[config.mk]
export PLATFORM = sky130hd
export DESIGN_NAME = random_packer
export DESIGN_NICKNAME = d
export VERILOG_FILES = /design/src/rtl/rand_pkg.sv /design/src/rtl/rand_fifo.sv /design/src/rtl/random_packer.sv
export SDC_FILE = /design/constraint.sdc
export NUM_CORES = 1
export LEC_CHECK = 0
export BUFFER_PORTS_ARGS = -buffer_cell sky130_fd_sc_hd__buf_2
export CAP_MARGIN = 25
export CELL_PAD_IN_SITES_DETAIL_PLACEMENT = 0
export CELL_PAD_IN_SITES_GLOBAL_PLACEMENT = 1
export CORE_MARGIN = 2
export CORE_UTILIZATION = 35
export DETAILED_ROUTE_END_ITERATION = 12
export HOLD_SLACK_MARGIN = 0.05
export PLACE_DENSITY_LB_ADDON = 0.1
export SYNTH_ARGS = -nofsm -noshare
export SYNTH_HDL_FRONTEND = slang
export SYNTH_HIERARCHICAL = 1
export SYNTH_SLANG_ARGS = --single-unit
[constraint.sdc]
create_clock -name clk -period 2.7 [get_ports clk]
set_clock_uncertainty 0.05 [all_clocks]
set_input_delay 0.675 -clock clk [delete_from_list [all_inputs] [get_ports clk]]
set_output_delay 0.675 -clock clk [all_outputs]
set_load 0.05 [all_outputs]
[src/rtl/rand_pkg.sv]
// Shared constants for the LFSR source and random_packer.
// Holds LFSR width and default packer geometry.
package rand_pkg;

  localparam int LFSR_W     = 71;
  localparam int WORD_W_DEF = 32;
  localparam int DEPTH_DEF  = 4;

endpackage

[src/rtl/rand_fifo.sv]
// Synchronous FIFO holding packed random words.
// Ports: push_i/data_i in, pop_i out, full_o/empty_o/level_o status.
module rand_fifo #(
  parameter  int W     = 32,
  parameter  int DEPTH = 4,
  localparam int AW    = $clog2(DEPTH),
  localparam int LW    = AW + 1
) (
  input  logic          clk,
  input  logic          rst_n,
  input  logic          push_i,
  input  logic          pop_i,
  input  logic [W-1:0]  data_i,
  output logic [W-1:0]  data_o,
  output logic          full_o,
  output logic          empty_o,
  output logic [LW-1:0] level_o
);

  logic [W-1:0]  mem_q [DEPTH];
  logic [AW-1:0] wr_q, rd_q;
  logic [LW-1:0] level_q, level_d;
  logic          do_push, do_pop;

  assign full_o  = (level_q == LW'(DEPTH));
  assign empty_o = (level_q == '0);
  assign level_o = level_q;

  // A pop frees a slot on the same edge, so a full FIFO still takes a push.
  assign do_pop  = pop_i && !empty_o;
  assign do_push = push_i && (!full_o || do_pop);

  // Head is driven from registers only; zero when empty.
  assign data_o = empty_o ? '0 : mem_q[rd_q];

  always_comb begin
    level_d = level_q;
    unique case ({do_push, do_pop})
      2'b10:   level_d = level_q + LW'(1);
      2'b01:   level_d = level_q - LW'(1);
      default: level_d = level_q;
    endcase
  end

  always_ff @(posedge clk) begin
    if (do_push) mem_q[wr_q] <= data_i;
  end

  // Pointers wrap naturally since DEPTH is a power of two.
  always_ff @(posedge clk or negedge rst_n) begin
    if (!rst_n) begin
      wr_q    <= '0;
      rd_q    <= '0;
      level_q <= '0;
    end else begin
      if (do_push) wr_q <= wr_q + AW'(1);
      if (do_pop)  rd_q <= rd_q + AW'(1);
      level_q <= level_d;
    end
  end

endmodule

[src/rtl/random_packer.sv]
// Packs one fresh LFSR bit per enabled cycle into WORD_W words, MSB first.
// Ports: en/random in, out_data/out_valid/out_ready stream, level, drop_cnt.
module random_packer
  import rand_pkg::*;
#(
  parameter  int WORD_W = WORD_W_DEF,
  parameter  int DEPTH  = DEPTH_DEF,
  localparam int LW     = $clog2(DEPTH) + 1,
  localparam int CNT_W  = $clog2(WORD_W)
) (
  input  logic              clk,
  input  logic              rst_n,
  input  logic              en,
  input  logic [LFSR_W-1:0] random,
  output logic [WORD_W-1:0] out_data,
  output logic              out_valid,
  input  logic              out_ready,
  output logic [LW-1:0]     level,
  output logic [15:0]       drop_cnt
);

  logic [WORD_W-1:0] acc_q, acc_d;
  logic [CNT_W-1:0]  cnt_q;
  logic [15:0]       drop_cnt_q;
  logic              done, push, pop, full, empty, drop;

  // Only bit 0 is new each clock; the rest is shifted history.
  logic unused_random;
  assign unused_random = ^random[LFSR_W-1:1];

  assign acc_d = {acc_q[WORD_W-2:0], random[0]};
  assign done  = en && (cnt_q == CNT_W'(WORD_W - 1));
  assign push  = done;
  assign pop   = out_valid && out_ready;
  assign drop  = done && full && !pop;

  always_ff @(posedge clk or negedge rst_n) begin
    if (!rst_n) begin
      acc_q      <= '0;
      cnt_q      <= '0;
      drop_cnt_q <= '0;
    end else begin
      if (en) begin
        acc_q <= acc_d;
        cnt_q <= done ? '0 : cnt_q + CNT_W'(1);
      end
      if (drop && drop_cnt_q != 16'hFFFF)
        drop_cnt_q <= drop_cnt_q + 16'd1;
    end
  end

  rand_fifo #(
    .W     (WORD_W),
    .DEPTH (DEPTH)
  ) u_fifo (
    .clk     (clk),
    .rst_n   (rst_n),
    .push_i  (push),
    .pop_i   (pop),
    .data_i  (acc_d),
    .data_o  (out_data),
    .full_o  (full),
    .empty_o (empty),
    .level_o (level)
  );

  assign out_valid = !empty;
  assign drop_cnt  = drop_cnt_q;

endmodule

==> flow_metrics.env <==
export IMPL_grt_first_pass_wirelength_mm=22.13
export IMPL_num_fill_cells=1869
export IMPL_place_port_buffers=56
export IMPL_timing_final_crit_share=0.9919
export IMPL_cts_buffers_inserted=17
export IMPL_synth_most_common_cell="edfxtp_1"
export IMPL_critical_path_required_ns=1.98
export IMPL_power_frac_comb=0.395
export IMPL_fmax_mhz=373.4
export IMPL_dp_slack_ns=0.1060
export IMPL_gp_congestion=0.7396
export IMPL_ys_flop_type="edfxtp_1"
export IMPL_internal_power_w=0.006994
export IMPL_seq_area_frac_synth=0.7007
export IMPL_holdWs_ns=0.1681
export IMPL_cts_root_buf="clkbuf_16"
export IMPL_drtIter0Drc=150
export IMPL_finalCriticalPeriod_ns=2.678
export IMPL_synthTopCellsByCount="edfxtp_1, dfrtp_1, and2_1, mux2_2, mux4_2"
export IMPL_core_mm2=0.02115
export IMPL_critPathMaxStageDelay_ns=0.54
export IMPL_synth_area_mm2=0.007592
export IMPL_layout_nets=580
export IMPL_wl_mm=14.13
export IMPL_synth_area_top_cells="edfxtp_1, dfrtp_1, mux4_2, mux2_2, and2_1"
export IMPL_ios=127
export IMPL_clk_latency_ns=0.43
export IMPL_dp_hpwl_mm=8.116
export IMPL_maxCapViolCount=0
export IMPL_rows=53
export IMPL_ys_warn_count=6
export IMPL_synth_nets=504
export IMPL_start_util=0.3589
export IMPL_area_delta_synth_final_pct=22.07
export IMPL_die_area_mm2=0.02289
export IMPL_ant_nets=0
export IMPL_cp_max_fo=7
export IMPL_worst_slack_ns=0.02190
export IMPL_rsz0062_at_grt="yes"
export IMPL_clkPwrFrac=0.238
export IMPL_outcome="completed"
export IMPL_hold_viol_final=0
export IMPL_cp_slowest_cell="mux4_2"
export IMPL_crit_arrival_ns=1.95
export IMPL_wl_per_cell_um=18.00
export IMPL_die_x_um=151.3
export IMPL_hold_class="input pin to asynchronous set/reset pin"
export IMPL_synth_top_area_frac=0.5063
export IMPL_grt_usage=0.1327
export IMPL_die_h_um=151.3
export IMPL_htree_levels=4
export IMPL_clk_path_buf_depth=2
export IMPL_synth_cell_type_count=46
export IMPL_clk_pin_slew_ns=0.07
export IMPL_cts_hold_buf=0
export IMPL_grt_pass1_vias=3977
export IMPL_ys_async_sr_fraction=0.3155
export IMPL_finalPower_w=0.01083
export IMPL_avgViaCountPerCell=4.845
export IMPL_crit_chain="buf_12 -> clkbuf_16 -> mux4_2 -> and2_4 -> buf_6"
export IMPL_synth_seq_cells=187
export IMPL_power_net_switching_w=0.003836
export IMPL_seqPwrFrac=0.366
export IMPL_worstSetupPathType="register to output pin"
export IMPL_drc=0
export IMPL_power_density_mw_per_mm2=1169
export IMPL_total_leakage_power_nw=3.494
export IMPL_slew_headroom=0.3613
export IMPL_finalSetupViolCount=0
export IMPL_max_vdd_ir_drop_uv=478.7
export IMPL_seq_area_mm2=0.005326
export IMPL_syn_inst=421
export IMPL_maxSlewViolCount=0
export IMPL_p_sw_frac=0.3542
export IMPL_multiInputGateArea_mm2=0.002156
export IMPL_antenna_cells=0
export IMPL_first_pass_iters=4
export IMPL_tightestPinTransition_ns=0.9580
export IMPL_grt_max_degree=41
export IMPL_synth_edf_count=128
export IMPL_vias=3803
export IMPL_grt_overflow_total=0
export IMPL_cts_tree="yes"
export IMPL_syn_area_per_cell_um2=18.03
export IMPL_clock_sinks=187
export IMPL_worstSetupEndpointType="output pin"
export IMPL_drive_gt1_frac=0.4059
export IMPL_crit_path_start_kind="register"
export IMPL_antenna_found_initial=0
export IMPL_yosys_area_top_type="edfxtp_1"
flip-flops by register name, summed over array words and instances (netlist names):
| register | flops |
|---|---|
| u_fifo/level_o | 3 |
| u_fifo/wr_q | 2 |
| drop_cnt | 16 |
| cnt_q | 5 |
| acc_q | 31 |
| u_fifo/rd_q | 2 |
| u_fifo/mem_q | 128 |
power groups by stage:
stage	Combinational [W]	Sequential (W)	Clock (W)
after floorplan	0.00278	0.00397	0
after global placement	0.00358	0.00402	0
after detailed placement	0.00361	0.00405	0
after CTS	0.00394	0.00400	0.00265
after global routing	0.00457	0.00404	0.00277
final	0.00428	0.00397	0.00258
metal layers:
| metal | share of wire | track usage |
|---|---|---|
| met2 | 0.49 | 0.2102 |
| met5 | 0 | 0 |
| met1 | 0.46 | 0.1785 |
| met4 | 0.013 | 0.04766 |
| met3 | 0.034 | 0.03283 |
layout make-up:
class                           instances  share of cell area
Clock buffer                           17             0.04590
Clock inverter                         15             0.02052
Inverter                               11            0.004455
Multi-Input combinational cell        201              0.2326
Sequential cell                       187              0.5747
Tap cell                              275             0.03713
Timing Repair Buffer                   79             0.08465
layout by cell type, fill, tap and decap left out, drive strengths merged, types with 2 or more instances in the layout:
cell type | Yosys | routed
nand3b | 2 | 2
clkbuf | 12 | 19
mux2i | 2 | 2
inv | 11 | 16
nor4 | 7 | 7
nand2b | 2 | 2
nand2 | 7 | 7
nor3 | 3 | 3
buf | 10 | 77
o21ai | 2 | 2
and2 | 39 | 39
ha | 7 | 7
or2 | 3 | 3
nor3b | 2 | 2
xor2 | 12 | 12
xnor2 | 8 | 8
mux4 | 32 | 32
clkinvlp | 0 | 2
mux2 | 35 | 35
and3 | 2 | 2
a22oi | 2 | 2
nand4 | 6 | 6
nand3 | 8 | 8
o21bai | 2 | 2
o22ai | 2 | 2
edfxtp | 128 | 128
clkinv | 0 | 5
o21a | 3 | 3
bufinv | 0 | 3
dfrtp | 59 | 59
nor2 | 3 | 3
stage by stage:
step | std cells | TNS [ns] | utilization | cell area, um2
after floorplan | 421 | -0.1225 | - | 7637
after global placement | 746 | 0 | 0.3923 | 8299
after detailed placement | 746 | 0 | 0.3923 | 8299
after CTS | 778 | -0.4407 | 0.4275 | 9044
after global routing | 785 | -0.1959 | 0.4381 | 9268
final | 785 | 0 | 0.4381 | 9268
logic make-up (layout without fill, tap and decap cells):
family	after synthesis	count (layout)	synth area share
xor gates and xnor gates	20	20	0.02307
AOI/OAI and AO/OA	15	15	0.01450
adders and majority gates	8	8	0.01417
buffers and inverters	33	122	0.02109
muxes	69	69	0.1500
and+or+nand+nor	89	89	0.07646
DFF	187	187	0.7007
final timing paths:
path                                                 start                             to  slack (ns)  depth (start not counted)
worst max-delay path            u_fifo/rd_q[0]$_DFFE_PN0N_                    out_data[0]        0.02                          5
worst min-delay path                                 rst_n        drop_cnt[7]$_DFFE_PN0P_        0.17                          1
worst max register to register        cnt_q[0]$_DFFE_PN0P_  u_fifo/mem_q[3][19]$_DFFE_PP_        0.18                          6
worst min register to register        cnt_q[0]$_DFFE_PN0P_           cnt_q[0]$_DFFE_PN0P_        0.46                          1
max in group asynchronous                            rst_n     u_fifo/rd_q[1]$_DFFE_PN0N_        1.82                          2
min in group clk                      cnt_q[0]$_DFFE_PN0P_           cnt_q[0]$_DFFE_PN0P_        0.46                          1
critical path, delay by kind of cell, from the launching register on:
| family | cells | cell delay [ns] |
|---|---|---|
| and+or+nand+nor | 1 | 0.16 |
| muxes | 1 | 0.54 |
| DFF | 1 | 0.37 |
| buffers and inverters | 3 | 0.45 |
timing repair:
action	4_1_cts	5_1_grt
pin swaps	1	0
endpoints found under the setup margin	31	97
setup buffers	0	4
cloned	0	2
resized for setup	44	48
No activity file was read; power rests on OpenSTA's default activity.
